--- src/rtl/ahb_lite_traffic_gen.sv ---
// AHB-Lite master generating LFSR-addressed single NONSEQ transfers, with
// optional write-then-readback data checking and ERROR-response retry.
module ahb_lite_traffic_gen #(
  parameter int unsigned ADDR_W      = 16,
  parameter int unsigned DATA_W      = 32,
  parameter int unsigned NUM_XFERS   = 20,
  parameter logic [15:0] ADDR_OFFSET = 16'd4,
  parameter logic [15:0] LFSR_SEED   = 16'hACE1
) (
  input  logic              HCLK,
  input  logic              HRESET,
  input  logic              start,
  input  logic [1:0]        mode,
  output logic [ADDR_W-1:0] HADDR,
  output logic              HWRITE,
  output logic [1:0]        HTRANS,
  output logic [2:0]        HSIZE,
  output logic [2:0]        HBURST,
  output logic [3:0]        HPROT,
  output logic [DATA_W-1:0] HWDATA,
  input  logic [DATA_W-1:0] HRDATA,
  input  logic              HREADY,
  input  logic              HRESP,
  output logic              busy,
  output logic              done,
  output logic              pass,
  output logic [15:0]       err_count
);

  localparam int unsigned LSB       = $clog2(DATA_W / 8);
  localparam logic [2:0]  SIZE      = 3'(LSB);
  localparam logic [15:0] LAST      = 16'(NUM_XFERS - 1);
  localparam logic [1:0]  TR_IDLE   = 2'b00;
  localparam logic [1:0]  TR_NONSEQ = 2'b10;

  typedef enum logic [2:0] {S_IDLE, S_WR, S_RD, S_DRAIN, S_DONE} state_t;

  state_t              state;
  logic                readback;
  logic [15:0]         lfsr;
  logic [15:0]         lfsr_nxt;
  logic [15:0]         cnt;
  logic                dp_valid;
  logic                dp_write;
  logic                dp_check;
  logic [ADDR_W-1:0]   dp_addr;
  logic                retry_pend;
  logic                retry_issued;
  logic                mismatch;

  function automatic logic [15:0] lfsr_step(input logic [15:0] v);
    return {v[0] ^ v[2] ^ v[3] ^ v[5], v[15:1]};
  endfunction

  function automatic logic [ADDR_W-1:0] addr_of(input logic [15:0] v);
    logic [15:0]       s;
    logic [ADDR_W-1:0] a;
    s = v + ADDR_OFFSET;
    s[LSB-1:0] = '0;
    a = '0;
    a[15:0] = s;
    return a;
  endfunction

  function automatic logic [DATA_W-1:0] pattern_of(input logic [ADDR_W-1:0] a);
    return {(DATA_W / 16){a[15:0] ^ 16'h5A5A}};
  endfunction

  function automatic logic [15:0] sat_inc(input logic [15:0] c);
    return (c == 16'hFFFF) ? c : c + 16'd1;
  endfunction

  assign HBURST = 3'b000;
  assign HPROT  = 4'b0001;

  always_comb begin
    lfsr_nxt = lfsr_step(lfsr);
    mismatch = dp_valid && dp_check && HREADY && !HRESP &&
               (HRDATA != pattern_of(dp_addr));
  end

  always_ff @(posedge HCLK or posedge HRESET) begin
    if (HRESET) begin
      state        <= S_IDLE;
      readback     <= 1'b0;
      lfsr         <= LFSR_SEED;
      cnt          <= '0;
      dp_valid     <= 1'b0;
      dp_write     <= 1'b0;
      dp_check     <= 1'b0;
      dp_addr      <= '0;
      retry_pend   <= 1'b0;
      retry_issued <= 1'b0;
      HADDR        <= '0;
      HWRITE       <= 1'b0;
      HTRANS       <= TR_IDLE;
      HSIZE        <= '0;
      HWDATA       <= '0;
      busy         <= 1'b0;
      done         <= 1'b0;
      pass         <= 1'b0;
      err_count    <= '0;
    end else begin
      case (state)
        S_IDLE, S_DONE: begin
          if (start) begin
            state        <= (mode == 2'd1 || mode == 2'd2) ? S_WR : S_RD;
            readback     <= (mode == 2'd2);
            lfsr         <= LFSR_SEED;
            cnt          <= '0;
            dp_valid     <= 1'b0;
            retry_pend   <= 1'b0;
            retry_issued <= 1'b0;
            HADDR        <= addr_of(LFSR_SEED);
            HWRITE       <= (mode == 2'd1 || mode == 2'd2);
            HTRANS       <= TR_NONSEQ;
            HSIZE        <= SIZE;
            busy         <= 1'b1;
            done         <= 1'b0;
            pass         <= 1'b0;
            err_count    <= '0;
          end
        end
        default: begin
          if (!HREADY) begin
            // First ERROR cycle: count it and cancel whatever address is pending.
            if (HRESP && dp_valid && !retry_pend) begin
              err_count  <= sat_inc(err_count);
              HTRANS     <= TR_IDLE;
              HSIZE      <= '0;
              retry_pend <= 1'b1;
            end
          end else if (retry_pend) begin
            // Second ERROR cycle: re-issue the failed transfer; the cancelled
            // address is still addr_of(lfsr) and is presented after the retry.
            retry_pend   <= 1'b0;
            retry_issued <= 1'b1;
            dp_valid     <= 1'b0;
            HADDR        <= dp_addr;
            HWRITE       <= dp_write;
            HTRANS       <= TR_NONSEQ;
            HSIZE        <= SIZE;
          end else begin
            if (mismatch) err_count <= sat_inc(err_count);
            if (HTRANS == TR_NONSEQ) begin
              dp_valid     <= 1'b1;
              dp_write     <= HWRITE;
              dp_check     <= readback && !HWRITE;
              dp_addr      <= HADDR;
              HWDATA       <= HWRITE ? pattern_of(HADDR) : '0;
              retry_issued <= 1'b0;
              if (retry_issued) begin
                if (state == S_DRAIN) begin
                  HTRANS <= TR_IDLE;
                  HSIZE  <= '0;
                  HADDR  <= '0;
                  HWRITE <= 1'b0;
                end else begin
                  HADDR  <= addr_of(lfsr);
                  HWRITE <= (state == S_WR);
                end
              end else if (cnt != LAST) begin
                lfsr  <= lfsr_nxt;
                cnt   <= cnt + 16'd1;
                HADDR <= addr_of(lfsr_nxt);
              end else if (state == S_WR && readback) begin
                state  <= S_RD;
                lfsr   <= LFSR_SEED;
                cnt    <= '0;
                HADDR  <= addr_of(LFSR_SEED);
                HWRITE <= 1'b0;
              end else begin
                state  <= S_DRAIN;
                HTRANS <= TR_IDLE;
                HSIZE  <= '0;
                HADDR  <= '0;
                HWRITE <= 1'b0;
              end
            end else begin
              dp_valid <= 1'b0;
              if (state == S_DRAIN) begin
                state <= S_DONE;
                busy  <= 1'b0;
                done  <= 1'b1;
                pass  <= (err_count == 16'd0) && !mismatch;
              end
            end
          end
        end
      endcase
    end
  end

endmodule

--- config.mk ---
export PLATFORM = sky130hd
export DESIGN_NAME = ahb_lite_traffic_gen
export DESIGN_NICKNAME = d
export VERILOG_FILES = /design/src/rtl/ahb_lite_traffic_gen.sv
export SDC_FILE = /design/constraint.sdc
export NUM_CORES = 1
export LEC_CHECK = 0
export ABC_AREA = 0
export CAP_MARGIN = 20
export CORE_MARGIN = 10
export CORE_UTILIZATION = 48
export CTS_CLUSTER_DIAMETER = 80
export CTS_CLUSTER_SIZE = 25
export DETAILED_ROUTE_END_ITERATION = 6
export PLACE_DENSITY = 0.77
export SKIP_LAST_GASP = 1
export SYNTH_ARGS = -nofsm -noshare
export SYNTH_HDL_FRONTEND = slang
export SYNTH_SLANG_ARGS = --single-unit
export TNS_END_PERCENT = 100
--- constraint.sdc ---
create_clock -name HCLK -period 3.9 [get_ports HCLK]
set_clock_uncertainty 0.15 [all_clocks]
set_input_delay 0.975 -clock HCLK [delete_from_list [all_inputs] [get_ports HCLK]]
set_output_delay 0.975 -clock HCLK [all_outputs]
set_load 0.05 [all_outputs]
== Word-level counts from Yosys, hierarchy flattened ==
Index checks and enable logic that the tools add are counted.
Cells by class
  $mul: 0
  reduce and logical (&&, ||, !) cells: 35
  multiplexer cells: 98
  div/mod/pow operators: 0
  bitwise gates (word level): 7
  shifts and indexed selects: 0
  add/subtract/negate cells: 4
  equal/unequal tests: 22
  magnitude comparators: 0
Operator list (number)
  2-to-1 mux 16 bit: 31
  2-to-1 mux 3 bit: 18
  2-to-1 mux 1 bit: 37
  adder 16 x 1 -> 16 bit (second input constant): 2
  adder 16 x 3 -> 16 bit (second input constant): 2
  2-to-1 mux 32 bit: 1
  inequality test 32 bit: 1
  2-to-1 mux 2 bit: 11
  AND reduction 6 bit: 3
  equality test 16 bit (second input constant): 1
  zero test 16 bit: 1
  inequality test 16 x 5 -> 1 bit (second input constant): 1
  inverter 8 bit: 2
  AND reduction 4 bit: 3
  nonzero test 3 bit: 4
  inequality test 5 x 4 -> 1 bit (second input constant): 2
  logical AND 1 bit: 9
  inequality test 3 x 2 -> 1 bit (second input constant): 3
  inequality test 2 x 1 -> 1 bit (second input constant): 3
  AND reduction 2 bit: 3
  nonzero test 2 bit: 3
  inequality test 5 x 3 -> 1 bit (second input constant): 1
  AND reduction 5 bit: 1
  equality test 2 bit (second input constant): 2
  other kinds (15): 21
Word-level totals
  logic and storage cells: 185
  bits in read-only memories: 0
  bits of input ports: 39
  latch bits: 0
  RAM bits: 0
  output and inout port bits: 80
  memories: 0
  register bits: 130

== Longest topological paths before layout ==
Gate-level depths: netlist of run 1.
  depth in word-level cells: 11
  gate-level depth with buffers: 10
  depth with buffers taken out: 7

== Least setup slack after synthesis of run 1 ==
OpenSTA, ideal clock, no wires.
  kind: input port to flip-flop
  start point: in HREADY
  end point: reg err_count[11]
  buffers on the path: 1
  setup slack: 0.890 ns
  arrival time: 2.782 ns
  library setup time: 0.078 ns
  required time: 3.672 ns
  cell stages on the path: 7
  cells stage by stage: clkbuf_1 > a21oi_1 > o31a_4 > a221o_1 > or4_1 > or3_1 > a21oi_1
Between the ends
  cells in the longest elaborated chain, start to end: 5
  elaborated cells between the ends (all ways): 9
  classes of those cells: 2 x eq/ne; 2 x mux; 5 x reduce/logical
Ends and longest elaborated chain
  start, declared: line 22  | input logic HREADY,
  logical AND 1 bit (3 in series): line 78  | mismatch = dp_valid && dp_check && HREADY && !HRESP &&
  inequality test 3 x 1 -> 1 bit (no source line)
  AND reduction 4 bit (no source line)
  end signal, assigned: line 128  | err_count <= sat_inc(err_count);
  end signal, assigned: line 144  | if (mismatch) err_count <= sat_inc(err_count);
  end, declared: line 27  | output logic [15:0] err_count
Several ways; a longest one is shown, not always the timed one.
A chain may end at the register's enable or synchronous reset.

== Final worst setup path of run 1 ==
  start point: in HRDATA[6]
  end point: reg err_count[1]
Between the ends
  cells in the longest elaborated chain, start to end: 4
Ends and longest elaborated chain
  start, declared: line 21  | input logic [DATA_W-1:0] HRDATA,
  inequality test 32 bit: line 79  | (HRDATA != pattern_of(dp_addr));
  logical AND 1 bit: line 78
  inequality test 3 x 1 -> 1 bit (no source line)
  AND reduction 4 bit (no source line)
Every way passes these cells.

==> results by group, run 1 <==
Die
  – IO Pins: 119
  – Core area: 13200 sq um
  – Die width: 136 um
  – DIE HEIGHT: 136 um
  – Die area: 18500 sq um
  – Initial Util: 48.9%
  – Cell row count: 42

STA
  – Final Hold Viols: 0
  – Fmax: 0.319 GHz
  – Fin crit share: 80.3%
  – Slew HR: 44.6%
  – Period minus WS final: 3.13 ns
  – Fin. max-slew vios: 0
  – RSZ-0062 raised after global routing: no
  – Number of setup violations in the final report: 0
  – Setup Total Neg Slack: 0 ns
  – Worst slew pin tran: 0.827 ns

Clocking
  – Clk slew on worst S/H paths: 0.07 ns
  – CTS Sinks: 110
  – CTS tree: yes
  – Clock buffer count from CTS: 9
  – Postcts setup bufs: 0
  – Post-CTS Hold Buffers: 0
  – Clock Root Buffer: clkbuf_16
  – Clk buf depth: 2
  – Later-pin clock latency in the skew report: 0.35 ns
  – H-tree level count: 3
  – CTS-repair resized insts: 0

Global routing
  – GR Overflow Total: 0
  – GR Util met1: 25.2%
  – GR Util met2: 30.3%
  – Initial antenna violation count: 0
  – Tot GR Track Use: 18.9%
  – Largest net degree at the start of global routing: 111
  – First-pass GRT wire length: 28.5 mm
  – Vias in the first global route: 5449
  – Most used routing layer: met2
  – GR Layer Usage met3: 3.03%

Setup path
  – Worst R2R Setup Slack: 0.95 ns
  – Setup crit end kind: register
  – R2R depth: 9
  – Critical Path Start: HRDATA[6]
  – Critical path type: input port to register
  – Critical path peak fanout: 5
  – Worst Path Required: 4.02 ns
  – FF-to-FF Start: cnt[0]
  – Critical path arrival: 3.26 ns
  – Reg2reg end: cnt[8]
  – Startpoint Class: input port
  – Critical path endpoint: err_count[1]

Cells and area
  – # fillers: 1186
  – Final core utilization: 59.4%
  – Layout cell share with drive strength beyond 1: 6.65%
  – Ant. Diodes: 0
  – Area Overhead vs Synth: 21.6%
  – Final #Nets: 883
  – Footprint of the multi-input gates: 3310 sq um
  – FF/Latch Area: 2760 sq um

Power
  – Pwr/cell area: 811 nW/um^2
  – Maximum vdd drop: 378 uV
  – Tot Pwr: 0.00639 W
  – Static Leak: 3.31 nW

Run status
  – Status: finished, final reports clean

Detailed routing
  – Total wire length: 17.7 mm
  – Routed vias/inst: 5.67
  – DRT Pass-1 Iters: 6
  – DRC viols: 0
  – DR WL/cell: 17.4 um
  – Initial DRC count: 554
  – Total number of vias: 5777
  – Post-DRT Antenna Nets: 0

Placement
  – Routability cong.: 0.911
  – Final HPWL DP: 13.0 mm
  – IO Port Bufs: 108

Logic synthesis
  – Synth cell count leaders: 153 x nand2_1, 102 x dfrtp_1, 79 x o21ai_0, 41 x nor2_1, 36 x clkbuf_1
  – Synth top area cells: dfrtp_1 39%, nand2_1 8.9%, o21ai_0 6.1%
  – Count leader, synth: nand2_1
  – Number of distinct library cells after synthesis: 62
  – Cell Area, Synth: 6470 sq um
  – EDFF count, synth: 0
  – Synth warnings: 0
  – Primary FF master, synth: dfrtp_1
  – Post-synthesis register bit count: 110
  – Sequential share of the synthesized area: 42.7%
  – Yosys top cell area share: 39.4%
  – Synth async-reset ratio: 100%
  – Syn Inst Count: 763
  – Syn avg cell area: 8.48 sq um
  – Cell taking the most area after synthesis: dfrtp_1

Job
  – Max-cap viol count: 0

Min path
  – Worst Hold Class: register to register
[routing by layer]
metal | vias up | part of all wire, % | wire length [um]
li1 | 2807 | - | -
met1 | 2756 | 45 | 7900
met2 | 186 | 47 | 8290
met3 | 28 | 6.6 | 1180
met4 | 0 | 2.1 | 364
met5 | - | 0 | 0
[cell usage in the layout, fill, tap and decap left out, drive strengths merged, types with 5 or more instances in the layout]
master,netlist,final
ha,6,6
and3,8,8
or2,5,5
clkbuf,36,9
a221oi,6,6
and4,7,7
dfrtp,102,102
conb,2,10
a31oi,11,11
nor3,16,16
o211ai,7,7
or4,8,8
nand2b,12,12
buf,34,18
inv,14,15
nand4,17,17
xnor2,26,26
a22o,7,7
or3,11,11
clkdlybuf4s50,0,108
a21oi,22,22
nor4,11,11
o31ai,10,10
nand3,23,23
nor2,41,41
xor2,25,25
nand2,153,153
dfstp,8,8
mux2i,7,7
o21ai,79,79
and2,9,9
[stage by stage]
step | instances | hold WS (ns) | setup slack (ns) | area, sq um
3_5_place_dp | 1003 | 0.317 | 0.426 | 7570
6_report | 1018 | 0.331 | 0.767 | 7870
3_3_place_gp | 1003 | 0.316 | 0.465 | 7570
4_1_cts | 1018 | 0.336 | 0.782 | 7870
2_1_floorplan | 771 | 0.297 | 0.890 | 6510
5_1_grt | 1018 | 0.367 | 0.650 | 7870
[worst max-delay path, stage by stage]
cell	delay [ns]
clkdlybuf4s50_1	0.48
xor2_1	0.15
nand4_1	0.17
or4_1	0.58
or2_2	0.37
o21ai_0	0.30
mux2i_1	0.23
[worst min-delay path by stage]
stage,startpoint,endpoint,depth (start not counted)
6_report,busy,busy,2
5_1_grt,lfsr[0],lfsr[0],2
4_1_cts,busy,busy,2
3_5_place_dp,dp_write,dp_write,2
3_3_place_gp,busy,busy,2
2_1_floorplan,dp_write,dp_write,2
[where the power goes]
group	switching, W	internal [W]
Clock	0.000431	0.000502
Combinational	0.00216	0.00119
Sequential	0.000547	0.00156
[kinds of logic (layout without fill, tap and decap cells)]
group,Yosys count,after routing,synth area share [%]
AND/OR/NAND/NOR,336,336,25.2
multiplexers,9,9,1.43
adder cells (fa/ha/maj),6,6,1.16
flip-flops,110,110,42.7
other,2,10,0.116
AO/OA/AOI/OAI,165,165,15.7
XOR/XNOR,51,51,6.90
buffers and inverters,84,155,6.73
[flip-flops by register name, summed over array words and instances (netlist names), 3 cells and up]
name / cells
HWDATA: 16
HADDR: 16
cnt: 16
err_count: 16
lfsr: 16
state: 3
dp_addr: 16
[cell type report]
cell class	instances	share of cell area, %
clock inverter	6	0.906
inverter	14	0.715
clock buffer	9	2.86
timing repair buffer	126	15.6
sequential	110	35.1
multi-input combinational	577	42.0
tap	176	2.80
Power figures use the tool's default switching activity.
==> run 2, diff against run 1 <==
- CORE_UTILIZATION: 48 -> 51
- PLACE_DENSITY: 0.77 -> 0.78
- clock period: 3.9 -> 3.2 ns (I/O delays scaled with it)
==> results by group, run 2 (same netlist as run 1, synthesis figures left out) <==
Cells and area
  – Area Overhead vs Synth: 23.2%
  – # fillers: 1077
  – Design area: 7970 sq um
  – Most frequent cells in the layout: 153 x nand2_1, 108 x clkdlybuf4s50_1, 102 x dfrtp_1, 79 x o21ai_0, 40 x nor2_1
  – Final core utilization: 63.7%
  – Final #Nets: 896
  – Ant. Diodes: 0
  – Layout cell share with drive strength beyond 1: 8.06%
  – Commonest non-fill, non-tap cell in the layout: nand2_1

Die
  – Cell row count: 41
  – IO Pins: 119
  – Initial Util: 51.7%
  – Core area: 12500 sq um
  – DIE HEIGHT: 133 um
  – Die area: 17600 sq um
  – Die width: 133 um

Clocking
  – Clk slew on worst S/H paths: 0.07 ns
  – Clk buf depth: 2
  – Clock buffer count from CTS: 9
  – CTS Sinks: 110
  – CTS tree: yes
  – Later-pin clock latency in the skew report: 0.36 ns
  – Clock Root Buffer: clkbuf_16
  – Postcts setup bufs: 0
  – Post-CTS Hold Buffers: 0
  – H-tree level count: 3
  – CTS-repair resized insts: 0

Setup path
  – Slowest cell on crit path: or4_1
  – CP delay by family, top: simple AND/OR/NAND/NOR gates
  – Critical path peak fanout: 5
  – Crit-path cells: clkdlybuf4s50_1, xor2_1, nand4_1, or4_1, or2_2, o21ai_0, mux2i_1
  – CP peak stage delay: 0.60 ns
  – Startpoint Class: input port
  – Worst path bufs/invs: 1
  – Worst Path Required: 3.33 ns
  – Critical path type: input port to register
  – Critical path arrival: 3.18 ns
  – Setup crit end kind: register

Global routing
  – First-pass GRT wire length: 30.1 mm
  – Largest net degree at the start of global routing: 59
  – GR Overflow Total: 0
  – Tot GR Track Use: 20.3%
  – Vias in the first global route: 5749
  – Initial antenna violation count: 0

Detailed routing
  – Post-DRT Antenna Nets: 0
  – DRT Pass-1 Iters: 5
  – DR WL/cell: 18.0 um
  – Total number of vias: 6003
  – Routed vias/inst: 5.84
  – DRC viols: 0
  – Total wire length: 18.5 mm
  – Initial DRC count: 702

Job
  – Max-cap viol count: 0

Min path
  – Worst Hold Class: register to register

Placement
  – Routability cong.: 0.950
  – IO Port Bufs: 108
  – Final HPWL DP: 13.9 mm
  – Post-DP Area: 7690 sq um

STA
  – Period minus WS final: 3.05 ns
  – Worst slew pin tran: 0.901 ns
  – Slew HR: 39.7%
  – RSZ-0062 raised after global routing: no
  – Final Hold Viols: 0
  – Setup Total Neg Slack: 0 ns
  – Fmax: 0.328 GHz
  – Number of setup violations in the final report: 0
  – Fin crit share: 95.4%
  – Fin. max-slew vios: 0

Power
  – Tot Pwr: 0.00786 W
  – Pwr/cell area: 985 nW/um^2
  – Static Leak: 3.37 nW
  – Maximum vdd drop: 354 uV

Run status
  – Status: finished, final reports clean
[run 2: tightest hold or removal path: cells and delay by family (launching register included)]
| family | cells | cell delay [ns] |
|---|---|---|
| flops | 1 | 0.36 |
| simple gates | 2 | 0.10 |
[run 2: worst paths after layout]
| path | startpoint | end | slack, ns | depth (start not counted) |
|---|---|---|---|---|
| worst max register to register | cnt[0] | lfsr[14] | 0.32 | 8 |
| max in group asynchronous | HRESET | HWDATA[19] | 1.76 | 3 |
| worst max-delay path | HRDATA[27] | err_count[1] | 0.15 | 7 |
| worst min register to register | dp_write | dp_write | 0.34 | 2 |
| worst min-delay path | dp_write | dp_write | 0.34 | 2 |
| min in group asynchronous | HRESET | HWDATA[29] | 0.57 | 2 |
[run 2: report_power, final]
group | leakage (nW) | internal, W | switching, W
sequential | 1.41 | 0.00190 | 0.000673
clock | 0.140 | 0.000545 | 0.000549
combinational | 1.83 | 0.00150 | 0.00269
total | 3.37 | 0.00394 | 0.00391
[run 2: layout make-up]
| type | instances | area, sq um | share of cell area, % |
|---|---|---|---|
| inverters | 14 | 56.3 | 0.706 |
| clock inverters | 6 | 51.3 | 0.643 |
| flip-flops and latches | 110 | 2760 | 34.7 |
| multi-input cells | 577 | 3310 | 41.5 |
| well taps | 172 | 215 | 2.70 |
| repair buffers | 139 | 1350 | 16.9 |
| clock buffers | 10 | 229 | 2.87 |
[run 2: metal layers]
layer | vias up | wire, um | global-route usage [%]
met5 | - | 0 | 0
met2 | 233 | 8610 | 32.0
li1 | 2833 | - | -
met4 | 0 | 483 | 8.37
met1 | 2900 | 8220 | 26.9
met3 | 37 | 1170 | 3.79
[run 2: per-stage QoR]
step / hold WS (ns) / setup slack, ns / std cells
global placement: 0.317 / -0.124 / 1012
CTS: 0.340 / 0.180 / 1028
floorplan: 0.297 / 0.365 / 771
detailed placement: 0.318 / -0.157 / 1012
global route: 0.362 / 0.0586 / 1028
finish: 0.341 / 0.147 / 1028
